`src/rtl/uart_pkg.sv`:
```
// uart_pkg: shared UART FSM state encoding and parity helper
package uart_pkg;
  typedef enum logic [2:0] {IDLE, START, DATA, PARITY, STOP} uart_state_e;
  localparam int MAX_DBIT = 9;
  function automatic logic parity_bit(input logic [MAX_DBIT-1:0] d, input logic odd);
    return ^d ^ odd;
  endfunction
endpackage

```
`src/rtl/uart_tx_cfg_if.sv`:
```
// uart_tx_cfg_if: frame request and serial-line signals of the UART transmitter
interface uart_tx_cfg_if #(parameter int DBIT = 8);
  logic Tx_start;
  logic [DBIT-1:0] din;
  logic Tx;
  logic tx_busy;
  logic o_Tx_Done;
  modport master (output Tx_start, din, input Tx, tx_busy, o_Tx_Done);
  modport slave (input Tx_start, din, output Tx, tx_busy, o_Tx_Done);
endinterface

```
`src/rtl/uart_baud_tick.sv`:
```
// uart_baud_tick: CLKS_PER_BIT cycle counter with clear and one-cycle bit-end strobe
module uart_baud_tick #(parameter int CLKS_PER_BIT = 39) (
  input  logic clk,
  input  logic rst,
  input  logic clr,
  output logic tick
);
  localparam int CW = $clog2(CLKS_PER_BIT);
  logic [CW-1:0] cnt;
  assign tick = cnt == CW'(CLKS_PER_BIT - 1);
  always_ff @(posedge clk)
    cnt <= (rst || clr || tick) ? '0 : cnt + CW'(1);
endmodule

```
`src/rtl/uart_tx_cfg.sv`:
```
// uart_tx_cfg: configurable UART transmitter; define UART_TX_PARITY_EN to insert a parity bit
module uart_tx_cfg
  import uart_pkg::*;
#(
  parameter int CLKS_PER_BIT = 39,
  parameter int DBIT = 8,
  parameter int STOP_BITS = 1,
  parameter int PARITY_ODD = 0
) (
  input logic clk,
  input logic reset,
  uart_tx_cfg_if.slave bus
);
  localparam int IW = $clog2(DBIT);
  if (CLKS_PER_BIT < 2 || CLKS_PER_BIT > 65535) begin : g_bad_cpb
    $error("CLKS_PER_BIT out of range");
  end
  if (DBIT < 5 || DBIT > MAX_DBIT) begin : g_bad_dbit
    $error("DBIT out of range");
  end
  if (STOP_BITS != 1 && STOP_BITS != 2) begin : g_bad_stop
    $error("STOP_BITS must be 1 or 2");
  end
  if (PARITY_ODD != 0 && PARITY_ODD != 1) begin : g_bad_odd
    $error("PARITY_ODD must be 0 or 1");
  end
  uart_state_e state;
  logic [DBIT-1:0] data;
  logic [IW-1:0] idx;
  logic [IW-1:0] idx_n;
  logic stop_n;
  logic tx_r, busy_r, done_r;
  logic tick;
  assign idx_n = idx + IW'(1);
  assign bus.Tx = tx_r;
  assign bus.tx_busy = busy_r;
  assign bus.o_Tx_Done = done_r;
  uart_baud_tick #(.CLKS_PER_BIT(CLKS_PER_BIT)) u_tick (
    .clk(clk),
    .rst(reset),
    .clr(state == IDLE),
    .tick(tick)
  );
  always_ff @(posedge clk)
    if (reset) begin
      state <= IDLE;
      tx_r <= 1'b1;
      busy_r <= 1'b0;
      done_r <= 1'b0;
      idx <= '0;
      stop_n <= 1'b0;
    end else begin
      done_r <= 1'b0;
      case (state)
        IDLE: if (bus.Tx_start) begin
          data <= bus.din;
          state <= START;
          tx_r <= 1'b0;
          busy_r <= 1'b1;
        end
        START: if (tick) begin
          state <= DATA;
          tx_r <= data[0];
          idx <= '0;
        end
        DATA: if (tick) begin
          if (idx == IW'(DBIT - 1)) begin
            idx <= '0;
`ifdef UART_TX_PARITY_EN
            state <= PARITY;
            tx_r <= parity_bit(MAX_DBIT'(data), 1'(PARITY_ODD));
`else
            state <= STOP;
            tx_r <= 1'b1;
`endif
          end else begin
            idx <= idx_n;
            tx_r <= data[idx_n];
          end
        end
`ifdef UART_TX_PARITY_EN
        PARITY: if (tick) begin
          state <= STOP;
          tx_r <= 1'b1;
        end
`endif
        STOP: if (tick) begin
          if (stop_n == 1'(STOP_BITS - 1)) begin
            stop_n <= 1'b0;
            state <= IDLE;
            busy_r <= 1'b0;
            done_r <= 1'b1;
          end else
            stop_n <= stop_n + 1'b1;
        end
        default: begin
          state <= IDLE;
          tx_r <= 1'b1;
          busy_r <= 1'b0;
          idx <= '0;
          stop_n <= 1'b0;
        end
      endcase
    end
endmodule
```
`src/flat_wrapper.sv`:
```
// flat-port wrapper written by rule: the top's interface ports become plain ports
module uart_tx_cfg_flat import uart_pkg::*;
#(
  parameter int CLKS_PER_BIT = 39,
  parameter int DBIT = 8,
  parameter int STOP_BITS = 1,
  parameter int PARITY_ODD = 0
)
  (clk, reset, bus_Tx_start, bus_din, bus_Tx, bus_tx_busy, bus_o_Tx_Done);
  uart_tx_cfg_if #(.DBIT(DBIT)) bus_i ();
  input logic clk;
  input logic reset;
  input wire logic [$bits(bus_i.Tx_start)-1:0] bus_Tx_start;
  input wire logic [$bits(bus_i.din)-1:0] bus_din;
  output wire logic [$bits(bus_i.Tx)-1:0] bus_Tx;
  output wire logic [$bits(bus_i.tx_busy)-1:0] bus_tx_busy;
  output wire logic [$bits(bus_i.o_Tx_Done)-1:0] bus_o_Tx_Done;
  assign bus_i.Tx_start = bus_Tx_start;
  assign bus_i.din = bus_din;
  assign bus_Tx = bus_i.Tx;
  assign bus_tx_busy = bus_i.tx_busy;
  assign bus_o_Tx_Done = bus_i.o_Tx_Done;
  uart_tx_cfg #(.CLKS_PER_BIT(CLKS_PER_BIT), .DBIT(DBIT), .STOP_BITS(STOP_BITS), .PARITY_ODD(PARITY_ODD)) u_core (.clk(clk), .reset(reset), .bus(bus_i));
endmodule
```
`config.mk`:
```
export PLATFORM = sky130hd
export DESIGN_NAME = uart_tx_cfg_flat
export DESIGN_NICKNAME = d
export VERILOG_FILES = /design/src/rtl/uart_pkg.sv /design/src/rtl/uart_tx_cfg_if.sv /design/src/rtl/uart_baud_tick.sv /design/src/rtl/uart_tx_cfg.sv /design/src/flat_wrapper.sv
export SDC_FILE = /design/constraint.sdc
export NUM_CORES = 1
export LEC_CHECK = 0
export ABC_AREA = 1
export CORE_MARGIN = 2
export CORE_UTILIZATION = 53
export DETAILED_ROUTE_END_ITERATION = 10
export HOLD_SLACK_MARGIN = 0.06
export PLACE_DENSITY = 0.77
export SLEW_MARGIN = 20
export SYNTH_ARGS = -nofsm -noshare
export SYNTH_HDL_FRONTEND = slang
export SYNTH_SLANG_ARGS = --single-unit
```
`constraint.sdc`:
```
create_clock -name clk -period 1.6 [get_ports clk]
set_input_delay 0.16 -clock clk [delete_from_list [all_inputs] [get_ports clk]]
set_output_delay 0.16 -clock clk [all_outputs]
set_load 0.05 [all_outputs]
```
==> summary.md, run 1 <==
* TritonCTS sink count: 23
* Finished Core Util: 68.37%
* largest fanout on the critical path: 6
* Maximum Capacitance Violations: 0
* WP data required: 1810 ps
* Detailed Route Iter0 Violations: 24
* Clock Path Buffers: 2
* Vias: 948
* Arr. time, crit path: 1720 ps
* synthesized net count: 144
* standard cell with the maximum stage delay on the critical path: sky130_fd_sc_hd__dfxtp_2
* cell-by-cell listing of the critical path: inv_1 -> ha_1 -> nand2_1 -> nor2_4 -> nand2_4 -> a21oi_4 -> inv_1 -> a21oi_1 -> nor2_1
* via density per instance: 5.417
* Worst Max-Slew Pin Slew: 295.3 ps
* routed wire length per instance: 12.35 µm
* kind of end point of the critical path: flip-flop
* overall routing resource usage: 19.79%
* antenna-violating nets left: 0
* Worst setup SP type: flip-flop
* final critical-path setup slack: 88.89 ps
* share of the cycle needed by the critical path after routing: 94.44%
* cell area after synthesis: 0.001102 mm²
* Filler Cell Count: 184
* post-detailed-route DRC marker count: 0
* synthesized area divided by synthesized cell count: 8.545 µm²
* RSZ-0062 raised after global routing: no
* root buf cell: sky130_fd_sc_hd__clkbuf_4
* share of final-layout standard cells stronger than drive strength 1: 21.62%
* run status: finished, final reports clean
* Min Hold Slack: 382.5 ps
* Final Hold Vio Count: 0
* largest net degree at the start of global routing: 15
* final number of setup-violating endpoints: 0
* routability congestion estimate: 0.9550
* share of the yosys chip area belonging to registers: 49.04%
* Synth Register Bits: 23
* most frequent cells in the layout: 24 x sky130_fd_sc_hd__nand2_1, 15 x sky130_fd_sc_hd__inv_1, 14 x sky130_fd_sc_hd__nand3_1, 14 x sky130_fd_sc_hd__dfxtp_1
* IO Count: 14
* Slowest Stage Delay on Critical Path: 360 ps
* standard cell core area: 0.001962 mm²
* first-pass GRT wire length: 3760 µm
* area leader, netlist: sky130_fd_sc_hd__dfxtp_1
* input/output buffers: 13
* CP bufs+invs: 2
* count of hold buffers inserted by post-cts repair: 0
* via count of the first global-routing pass: 914
* YS warnings: 0
* cts bufs inserted: 3
* die area: 0.002461 mm²
* detailed placer's ending HPWL: 1668 µm
* Worst path top cell family by delay: simple AND/OR/NAND/NOR gates
* Total Nets Final: 164
* commonest non-fill, non-tap cell in the layout: sky130_fd_sc_hd__nand2_1
* number of antenna violations at the first check in global routing: 0
* aggregate routed wire length: 2162 µm
* Netlist cell types: 26
* upper clock frequency limit: 0.6618 GHz
* CTS tree: yes
* width of the die: 49.61 µm
* peak ir drop on the vdd network: 984.1 µV
* number of instances in the synthesized netlist: 129
* number of placement rows: 16
* total power density per cell area: 1577 mW/mm²
* type of the worst min-delay path: input pin to flip-flop
* flop-to-flop setup slack: 90 ps
* Placement Setup Slack: 87.62 ps
* Die Y-Extent: 49.61 µm
* PostCTS Resize Cnt: 0
* initial core utilization: 56.19%
* top-area cell type share of the netlist area: 27.24%
* critical path type: flip-flop to flip-flop
* total count of max-transition violations in the final report: 0
* depth of the CTS H-tree: 1
* Post-CTS Setup Bufs: 0
* Synth area leaders: sky130_fd_sc_hd__dfxtp_1 27%, sky130_fd_sc_hd__edfxtp_1 22%, sky130_fd_sc_hd__nand2_1 8.2%, sky130_fd_sc_hd__nand3_1 6.8%, sky130_fd_sc_hd__inv_1 5.1%
* leftover overflow at the end of global routing: 0
* post-route minimum period: 1511 ps
* iteration count of the initial detailed-routing pass: 4
* cell repeated most along the worst path: sky130_fd_sc_hd__inv_1
* worst slew slack as a fraction of its limit: 80.24%
* reported leakage power: 0.5463 nW
* clock skew after layout: 12.83 ps
* Layout area overhead: 21.68%
* final-layout setup total negative slack: 0 ps
* source-to-sink clock delay at the later pin of the worst-skew pair: 320 ps
* clock-pin slew on the worst setup and hold paths: 140 ps
* total inserted antenna cells: 0
[routing by layer]
metal | up-vias | global-route usage [%] | share of wire [%]
li1 | 467 | - | -
met1 | 441 | 23.78 | 42
met2 | 34 | 34.44 | 52
met3 | 6 | 3.636 | 4.4
met4 | 0 | 8.333 | 2.0
met5 | - | 0 | 0
[state kept, by name (all words and copies together) (netlist names)]
register,cells
u_core.data,8
u_core.u_tick.cnt,6
u_core.idx,3
u_core.state,3
u_core.bus.Tx,1
u_core.bus.o_Tx_Done,1
u_core.bus.tx_busy,1
[report_power, final]
group / internal (W) / switching, W
combinational: 0.000372 / 0.000657
clock: 0.0000954 / 0.000181
sequential: 0.000724 / 0.0000865
total: 0.00119 / 0.000925
[through the flow]
| stage | instance area, µm² | instances | power [W] |
|---|---|---|---|
| final | 1341 | 175 | 0.002116 |
| after global routing | 1341 | 175 | 0.002286 |
| after CTS | 1308 | 175 | 0.002091 |
| after detailed placement | 1277 | 171 | 0.001813 |
| after global placement | 1277 | 171 | 0.001769 |
| after floorplan | 1102 | 129 | 0.001549 |
[Yosys cell counts (all sizes together)]
cell,n
o21ai,2
or2,2
a21oi,11
nand3b,1
clkbuf,1
nor2,14
nor3,3
inv,17
o22ai,1
nor4,1
nand4,2
nor3b,1
ha,4
nand3,17
dfxtp,15
edfxtp,8
nand2,29
[cells by family (layout without fill, tap and decap cells)]
kind of cell | after synthesis | in the layout | share of synthesized area, %
buf+inv | 18 | 37 | 6.129
simple gates | 70 | 70 | 32.46
flops | 23 | 23 | 49.04
fa+ha+maj | 4 | 4 | 4.540
compound gates | 14 | 14 | 7.833
[final timing paths]
check,start,depth (start not counted),to
max,u_core.u_tick.cnt[0],9,u_core.idx[0]
min reg2reg,u_core.u_tick.cnt[0],1,u_core.u_tick.cnt[0]
min,bus_din[4],1,u_core.data[4]
max reg2reg,u_core.u_tick.cnt[0],9,u_core.idx[0]
[area by class of cell]
class / instances / area (µm²) / area share (%)
flip-flops and latches: 23 / 541.8 / 40.39
multi-input cells: 88 / 526.8 / 39.27
repair buffers: 16 / 145.1 / 10.82
inverters: 17 / 63.81 / 4.757
well taps: 27 / 33.78 / 2.519
clock buffers: 3 / 22.52 / 1.679
clock inverters: 1 / 7.507 / 0.5597
Power figures use the tool's default switching activity.
==> inputs of run 2 (changes only) <==
--- a/config.mk
+++ b/config.mk
@@ -11,7 +11,7 @@
 export DETAILED_ROUTE_END_ITERATION = 10
 export HOLD_SLACK_MARGIN = 0.06
 export PLACE_DENSITY = 0.77
-export SLEW_MARGIN = 20
+export SLEW_MARGIN = 10
 export SYNTH_ARGS = -nofsm -noshare
 export SYNTH_HDL_FRONTEND = slang
 export SYNTH_SLANG_ARGS = --single-unit
==> results of run 2 <==
No change in the layout: final DEF, timing and power equal those of run 1.
